**src/rtl/muldiv_pkg.sv**
```systemverilog
// Shared definitions for the HI/LO multiply/divide sequencer.
//   mul_op_t       : operation code issued by EX (also used by the decoder)
//   muldiv_state_t : sequencer FSM state, exported for debug visibility
//   DIV_ITERS      : radix-2 divide iterations (one quotient bit per edge)
//   MUL_LATENCY_MAX: upper bound on the multiplier latency parameter
package muldiv_pkg;

  localparam int DIV_ITERS       = 32;
  localparam int MUL_LATENCY_MAX = 8;

  typedef enum logic [3:0] {
    OP_DISABLED = 4'd0,
    OP_MULT     = 4'd1,
    OP_MULTU    = 4'd2,
    OP_DIV      = 4'd3,
    OP_DIVU     = 4'd4,
    OP_MADD     = 4'd5,
    OP_MADDU    = 4'd6,
    OP_MSUB     = 4'd7,
    OP_SETHI    = 4'd8,
    OP_SETLO    = 4'd9
  } mul_op_t;

  typedef enum logic [1:0] {
    ST_IDLE    = 2'd0,
    ST_MUL     = 2'd1,
    ST_DIV     = 2'd2,
    ST_DIV_FIX = 2'd3
  } muldiv_state_t;

  function automatic logic op_is_div(input mul_op_t o);
    return (o == OP_DIV) || (o == OP_DIVU);
  endfunction

endpackage

```
**src/rtl/muldiv_div_core.sv**
```systemverilog
// Radix-2 restoring divider working on operand magnitudes.
//   clk, reset      : clock, async active-high reset
//   load            : capture operands and start a new divide
//   step            : perform one iteration (one quotient bit)
//   signed_op       : operands are two's complement (DIV) rather than DIVU
//   dividend/divisor: operands, sampled on load
//   last            : the current step is the final iteration
//   quotient/remainder: sign-corrected results, valid after the last step
// Divide-by-zero returns quotient all ones and remainder = dividend.
// The signed overflow case 0x80000000 / -1 returns 0x80000000 rem 0.
module muldiv_div_core
  import muldiv_pkg::*;
(
  input  logic        clk,
  input  logic        reset,
  input  logic        load,
  input  logic        step,
  input  logic        signed_op,
  input  logic [31:0] dividend,
  input  logic [31:0] divisor,
  output logic        last,
  output logic [31:0] quotient,
  output logic [31:0] remainder
);

  localparam logic [4:0] LAST_ITER = 5'(DIV_ITERS - 1);

  logic [31:0] rem_q, quo_q, dvs_q, dividend_q;
  logic        neg_quo_q, neg_rem_q, zero_q, ovf_q;
  logic [4:0]  iter_q;

  logic        a_neg, b_neg;
  logic [31:0] mag_a, mag_b;
  logic [32:0] shifted, diff;
  logic        fits;

  assign a_neg = signed_op & dividend[31];
  assign b_neg = signed_op & divisor[31];
  assign mag_a = a_neg ? (32'd0 - dividend) : dividend;
  assign mag_b = b_neg ? (32'd0 - divisor)  : divisor;

  // quo_q doubles as the dividend shift register: its MSB feeds the
  // partial remainder while quotient bits enter at the LSB.
  assign shifted = {rem_q, quo_q[31]};
  assign diff    = shifted - {1'b0, dvs_q};
  assign fits    = ~diff[32];
  assign last    = (iter_q == LAST_ITER);

  always_ff @(posedge clk or posedge reset) begin
    if (reset) begin
      rem_q      <= '0;
      quo_q      <= '0;
      dvs_q      <= '0;
      dividend_q <= '0;
      neg_quo_q  <= 1'b0;
      neg_rem_q  <= 1'b0;
      zero_q     <= 1'b0;
      ovf_q      <= 1'b0;
      iter_q     <= '0;
    end else if (load) begin
      rem_q      <= '0;
      quo_q      <= mag_a;
      dvs_q      <= mag_b;
      dividend_q <= dividend;
      neg_quo_q  <= a_neg ^ b_neg;
      neg_rem_q  <= a_neg;
      zero_q     <= (divisor == 32'd0);
      ovf_q      <= signed_op && (dividend == 32'h8000_0000) && (divisor == 32'hFFFF_FFFF);
      iter_q     <= '0;
    end else if (step) begin
      quo_q  <= {quo_q[30:0], fits};
      rem_q  <= fits ? diff[31:0] : shifted[31:0];
      iter_q <= iter_q + 5'd1;
    end
  end

  always_comb begin
    quotient  = neg_quo_q ? (32'd0 - quo_q) : quo_q;
    remainder = neg_rem_q ? (32'd0 - rem_q) : rem_q;
    if (zero_q) begin
      quotient  = 32'hFFFF_FFFF;
      remainder = dividend_q;
    end else if (ovf_q) begin
      quotient  = 32'h8000_0000;
      remainder = 32'd0;
    end
  end

endmodule

```
**src/rtl/mul_div_sequencer.sv**
```systemverilog
// HI/LO multiply/divide sequencer for the EX stage.
//   clk, reset     : clock, async active-high reset
//   start, op      : issue strobe and operation; sampled when idle and not flushed
//   src_a, src_b   : rs / rt operands
//   flush          : kills the in-flight operation (and blocks a same-cycle issue)
//   busy           : operation in flight; stalls MFHI/MFLO and new issues
//   done           : one-cycle pulse in the cycle after a multi-cycle HI/LO write
//   hi, lo         : architectural HI/LO registers
//   fsm_state      : current sequencer state, for debug
// Build option: define MULDIV_ACC_EN to enable MADD/MADDU/MSUB accumulate;
// without it those opcodes are ignored like OP_DISABLED.
// Handshake: an issue is accepted on a rising edge where start=1, busy=0,
// flush=0 and op decodes to a supported operation; there is no backpressure
// other than busy, and a start seen while busy is dropped, not queued.
// MUL_LATENCY must be in 1..MUL_LATENCY_MAX.
module mul_div_sequencer
  import muldiv_pkg::*;
#(
  parameter int MUL_LATENCY = 3
) (
  input  logic          clk,
  input  logic          reset,
  input  logic          start,
  input  mul_op_t       op,
  input  logic [31:0]   src_a,
  input  logic [31:0]   src_b,
  input  logic          flush,
  output logic          busy,
  output logic          done,
  output logic [31:0]   hi,
  output logic [31:0]   lo,
  output muldiv_state_t fsm_state
);

  localparam int               CNT_W    = $clog2(MUL_LATENCY_MAX);
  localparam logic [CNT_W-1:0] MUL_LAST = CNT_W'(MUL_LATENCY - 1);

  muldiv_state_t    state, next_state;
  logic [31:0]      a_q, b_q;
  mul_op_t          op_q;
  logic [CNT_W-1:0] mul_cnt;

  logic        is_mul_op, op_valid, accept;
  logic        mul_signed;
  logic [63:0] ext_a, ext_b, product, mul_result;
  logic        div_last;
  logic [31:0] div_quo, div_rem;
  logic        hi_we, lo_we, done_d;
  logic [31:0] hi_d, lo_d;

  // Opcode decode: anything not listed behaves as OP_DISABLED.
  always_comb begin
    is_mul_op = 1'b0;
    op_valid  = 1'b1;
    case (op)
      OP_MULT, OP_MULTU: is_mul_op = 1'b1;
`ifdef MULDIV_ACC_EN
      OP_MADD, OP_MADDU, OP_MSUB: is_mul_op = 1'b1;
`endif
      OP_DIV, OP_DIVU, OP_SETHI, OP_SETLO: op_valid = 1'b1;
      default: op_valid = 1'b0;
    endcase
  end

  assign busy      = (state != ST_IDLE);
  assign fsm_state = state;
  assign accept    = start && !busy && !flush && op_valid;

  // Sign-extending to 64 bits and keeping the low 64 bits of the product
  // gives the signed result mod 2^64 from a single multiplier.
  assign mul_signed = (op_q == OP_MULT) || (op_q == OP_MADD) || (op_q == OP_MSUB);
  assign ext_a      = mul_signed ? {{32{a_q[31]}}, a_q} : {32'd0, a_q};
  assign ext_b      = mul_signed ? {{32{b_q[31]}}, b_q} : {32'd0, b_q};
  assign product    = ext_a * ext_b;

`ifdef MULDIV_ACC_EN
  always_comb begin
    case (op_q)
      OP_MADD, OP_MADDU: mul_result = {hi, lo} + product;
      OP_MSUB:           mul_result = {hi, lo} - product;
      default:           mul_result = product;
    endcase
  end
`else
  assign mul_result = product;
`endif

  muldiv_div_core u_div_core (
    .clk       (clk),
    .reset     (reset),
    .load      (accept && op_is_div(op)),
    .step      (state == ST_DIV),
    .signed_op (op == OP_DIV),
    .dividend  (src_a),
    .divisor   (src_b),
    .last      (div_last),
    .quotient  (div_quo),
    .remainder (div_rem)
  );

  // Next state and HI/LO write enables. A flush in any busy state wins
  // over the write scheduled for that same edge.
  always_comb begin
    next_state = state;
    hi_we      = 1'b0;
    lo_we      = 1'b0;
    hi_d       = hi;
    lo_d       = lo;
    done_d     = 1'b0;
    case (state)
      ST_IDLE: begin
        if (accept) begin
          if (op == OP_SETHI) begin
            hi_we = 1'b1;
            hi_d  = src_a;
          end else if (op == OP_SETLO) begin
            lo_we = 1'b1;
            lo_d  = src_a;
          end else if (op_is_div(op)) begin
            next_state = ST_DIV;
          end else if (is_mul_op) begin
            next_state = ST_MUL;
          end
        end
      end
      ST_MUL: begin
        if (flush) begin
          next_state = ST_IDLE;
        end else if (mul_cnt == MUL_LAST) begin
          next_state = ST_IDLE;
          hi_we      = 1'b1;
          lo_we      = 1'b1;
          hi_d       = mul_result[63:32];
          lo_d       = mul_result[31:0];
          done_d     = 1'b1;
        end
      end
      ST_DIV: begin
        if (flush) begin
          next_state = ST_IDLE;
        end else if (div_last) begin
          next_state = ST_DIV_FIX;
        end
      end
      ST_DIV_FIX: begin
        next_state = ST_IDLE;
        if (!flush) begin
          hi_we  = 1'b1;
          lo_we  = 1'b1;
          hi_d   = div_rem;
          lo_d   = div_quo;
          done_d = 1'b1;
        end
      end
      default: next_state = ST_IDLE;
    endcase
  end

  always_ff @(posedge clk or posedge reset) begin
    if (reset) begin
      state   <= ST_IDLE;
      done    <= 1'b0;
      hi      <= '0;
      lo      <= '0;
      a_q     <= '0;
      b_q     <= '0;
      op_q    <= OP_DISABLED;
      mul_cnt <= '0;
    end else begin
      state <= next_state;
      done  <= done_d;
      if (hi_we) hi <= hi_d;
      if (lo_we) lo <= lo_d;
      if (accept && is_mul_op) begin
        a_q     <= src_a;
        b_q     <= src_b;
        op_q    <= op;
        mul_cnt <= '0;
      end else if (state == ST_MUL) begin
        mul_cnt <= mul_cnt + 1'b1;
      end
    end
  end

endmodule

```
**config.mk**
```make
export PLATFORM = sky130hd
export DESIGN_NAME = mul_div_sequencer
export DESIGN_NICKNAME = d
export VERILOG_FILES = /design/src/rtl/muldiv_pkg.sv /design/src/rtl/muldiv_div_core.sv /design/src/rtl/mul_div_sequencer.sv
export SDC_FILE = /design/constraint.sdc
export NUM_CORES = 2
export LEC_CHECK = 0
export BUFFER_PORTS_ARGS = -buffer_cell sky130_fd_sc_hd__clkbuf_2
export CORE_ASPECT_RATIO = 1.4
export CORE_MARGIN = 5
export CORE_UTILIZATION = 46
export CTS_BUF_LIST = sky130_fd_sc_hd__clkbuf_4 sky130_fd_sc_hd__clkbuf_8
export CTS_CLUSTER_DIAMETER = 30
export CTS_CLUSTER_SIZE = 14
export DETAILED_ROUTE_END_ITERATION = 10
export PLACE_DENSITY = 0.63
export SYNTH_ARGS = -nofsm -noshare
export SYNTH_HDL_FRONTEND = slang
export SYNTH_SLANG_ARGS = --single-unit
```
**constraint.sdc**
```tcl
create_clock -name clk -period 14.4 [get_ports clk]
set_input_delay 2.88 -clock clk [delete_from_list [all_inputs] [get_ports clk]]
set_output_delay 2.88 -clock clk [all_outputs]
set_load 0.05 [all_outputs]
```
==> results.cfg <==
[synthesis]
syn_area_um2 = 64050
ys_types = 81
syn-num-nets = 8914
syn-instance-count = 7073
yosysSeqAreaShare_pct = 10.74
yosys_warnings = 0
ys.flop_type = dfrtp_1
synthArstFlopShare_pct = 100.0
synth-edff-count = 0
avgSynthCellArea_um2 = 9.056
ys_ff_latch = 275

[worst_setup_path]
cp-start-kind = flop
crit_path_start = op_q[2]
arrival_ns = 10.91
cp_max_fo = 26
worstSetupEndpointType = flop
rr_startpoint = op_q[2]
cp_slowest_stage_delay_ns = 0.96
crit_top_cell = fa_1
crit_slowest_cell = fa_1
cp_top_family = adder cells
path_buf_inv = 9
crit_required_ns = 14.92
path_class = reg2reg
r2r_cells = 33
regToRegEndpoint = hi[28]
r2r_setup_slack_ns = 4.01

[timing]
setup_ws_ns = 4.008
tns_ns = 0
max_freq_ghz = 0.09623
max_slew_margin_pct = 20.02
fin_crit_ns = 10.39
setup_viol = 0
drv_slew = 0
fin_hold_ws_ns = 0.4757
finalCritPeriodShare_pct = 72.17
tightest_slew_ns = 1.197
fin_skew_ns = 0.03430
rsz0062_at_grt = no
hold_viol_final = 0

[place]
dp_slack_ns = 4.009
place_hpwl_um = 168400
port_buffers = 139
gp_congestion = 0.9716

[clock_network]
cts_resized = 0
clkTransAtPathRegs_ns = 0.07
cts_made_buffers = 59
cts-root-buf = clkbuf_8
htreeDepth = 2
clock_sinks = 275
clk_path_buf_depth = 3
clk_latency_ns = 0.68
hold_buffers = 0
cts_tree = yes
cts_setup_buffers = 0

[layout]
final_common_cell = inv_1
synthToLayoutAreaGrowth_pct = 5.759
nNetsFinal = 8838
fillCellCount = 13210
drive_gt1_share_pct = 6.599
final_cell_mix = inv_1 (1,650), fa_1 (1,420), nand2_1 (1,078)

[routing]
vias_per_cell = 5.606
wl_um = 216100
drt_iter0_markers = 4164
wl_per_cell_um = 24.38
drc_errors = 0
ant_nets = 0
drtPass1Iterations = 6
vias = 49700

[die]
fp.dieH_um = 451.5
die_area_um2 = 146900
die_x_um = 325.4
design.core.area_um2 = 138800
start_util_pct = 46.13
pin_count = 140
placementRows = 162

[status]
status = completed

[grt]
grt_start_max_net_pins = 160
grt_pass1_wl_um = 329700
grt_overflow = 0
antenna_found_initial = 17
track_usage_pct = 29.59
grt_pass1_vias = 53850

[worst_hold_path]
hold_class = reg2reg
min_from = u_div_core.dvs_q[29]
hold_depth = 2
whs_endpoint = u_div_core.dvs_q[29]

[flow_run]
maxCapViolations = 0
## worst max-delay path by stage
| stage | end | depth (start not counted) |
|---|---|---|
| final | hi[28] | 33 |
| after detailed placement | hi[30] | 33 |
| after global routing | hi[30] | 33 |
| after floorplan | a_q[0] | 1 |
| after CTS | hi[28] | 33 |
| after global placement | hi[28] | 34 |
## stage by stage
stage	utilization [%]	instance area, um^2	cells
floorplan	-	64050	7073
global placement	47.83	66410	8740
detailed placement	47.83	66410	8740
CTS	48.76	67710	8850
global route	48.77	67710	8851
finish	48.79	67740	8864
## sequential cells by signal, summed over array words and instances (netlist names), 2 cells and up
register and flops:
mul_cnt 3, u_div_core.rem_q 32, lo 32, b_q 32, fsm_state 2, u_div_core.quo_q 32
op_q 4, a_q 32, u_div_core.dvs_q 32, u_div_core.iter_q 5, hi 32, u_div_core.dividend_q 32
## worst register-to-register path: cells and delay by family (launching register included)
family                     cells  cell delay, ns
AOI/OAI and AO/OA              6            1.15
adders and majority gates     11            6.04
buffers and inverters          9            1.31
DFF                            1            0.39
muxes                          1            0.19
and+or+nand+nor                6            1.16
## routing by layer
layer / GRT usage, % / vias up / routed length [um]
li1: - / 21080 / -
met2: 51.13 / 2181 / 106400
met5: 0 / - / 28
met4: 17.92 / 4 / 16880
met1: 35.25 / 25730 / 78100
met3: 4.118 / 699 / 14610
## kinds of logic after synthesis
group           count (synthesis)  synth area share [%]
mux                            96                 1.627
xor+xnor                      253                 3.459
fa+ha+maj                    1773                 51.26
flops                         275                 10.74
buf+inv                      2026                 11.89
compound gates                735                 7.345
simple gates                 1915                 13.68
## cell usage after synthesis, drive strengths merged (14+ instances only)
cell / instances / share of area [%]
o41ai: 16 / 0.24
nand2: 1080 / 6.3
a22oi: 17 / 0.20
o31ai: 41 / 0.50
dfrtp: 275 / 11
nor3: 38 / 0.30
nand4: 23 / 0.22
a21oi: 141 / 1.1
a31oi: 46 / 0.45
nor2: 189 / 1.1
fa: 1420 / 44
o211ai: 29 / 0.35
xnor2: 140 / 1.9
xor2: 113 / 1.5
and3: 37 / 0.36
nand2b: 16 / 0.17
and2: 343 / 3.4
buf: 30 / 0.19
nor2b: 29 / 0.28
mux2i: 31 / 0.48
o21a: 14 / 0.16
o21bai: 14 / 0.16
or3: 21 / 0.21
o21ai: 245 / 1.9
or4: 16 / 0.21
ha: 349 / 6.8
a21o: 41 / 0.48
nor4: 21 / 0.21
clkbuf: 344 / 2.0
nand3: 70 / 0.55
a211oi: 25 / 0.29
mux2: 65 / 1.1
inv: 1652 / 9.7
## layout make-up
cell class	count	area, um^2	share of cell area (%)
timing repair buffer	237	1444	2.131
tap	1804	2257	3.332
inverter	1652	6208	9.165
multi-input combinational	4772	49610	73.24
clock buffer	67	903.4	1.334
sequential	275	6894	10.18
clock inverter	43	389.1	0.5744
antenna	14	35.03	0.05172
Power is not shown: default switching activity piles up to over one toggle a cycle in this logic, so the estimate is an artifact.
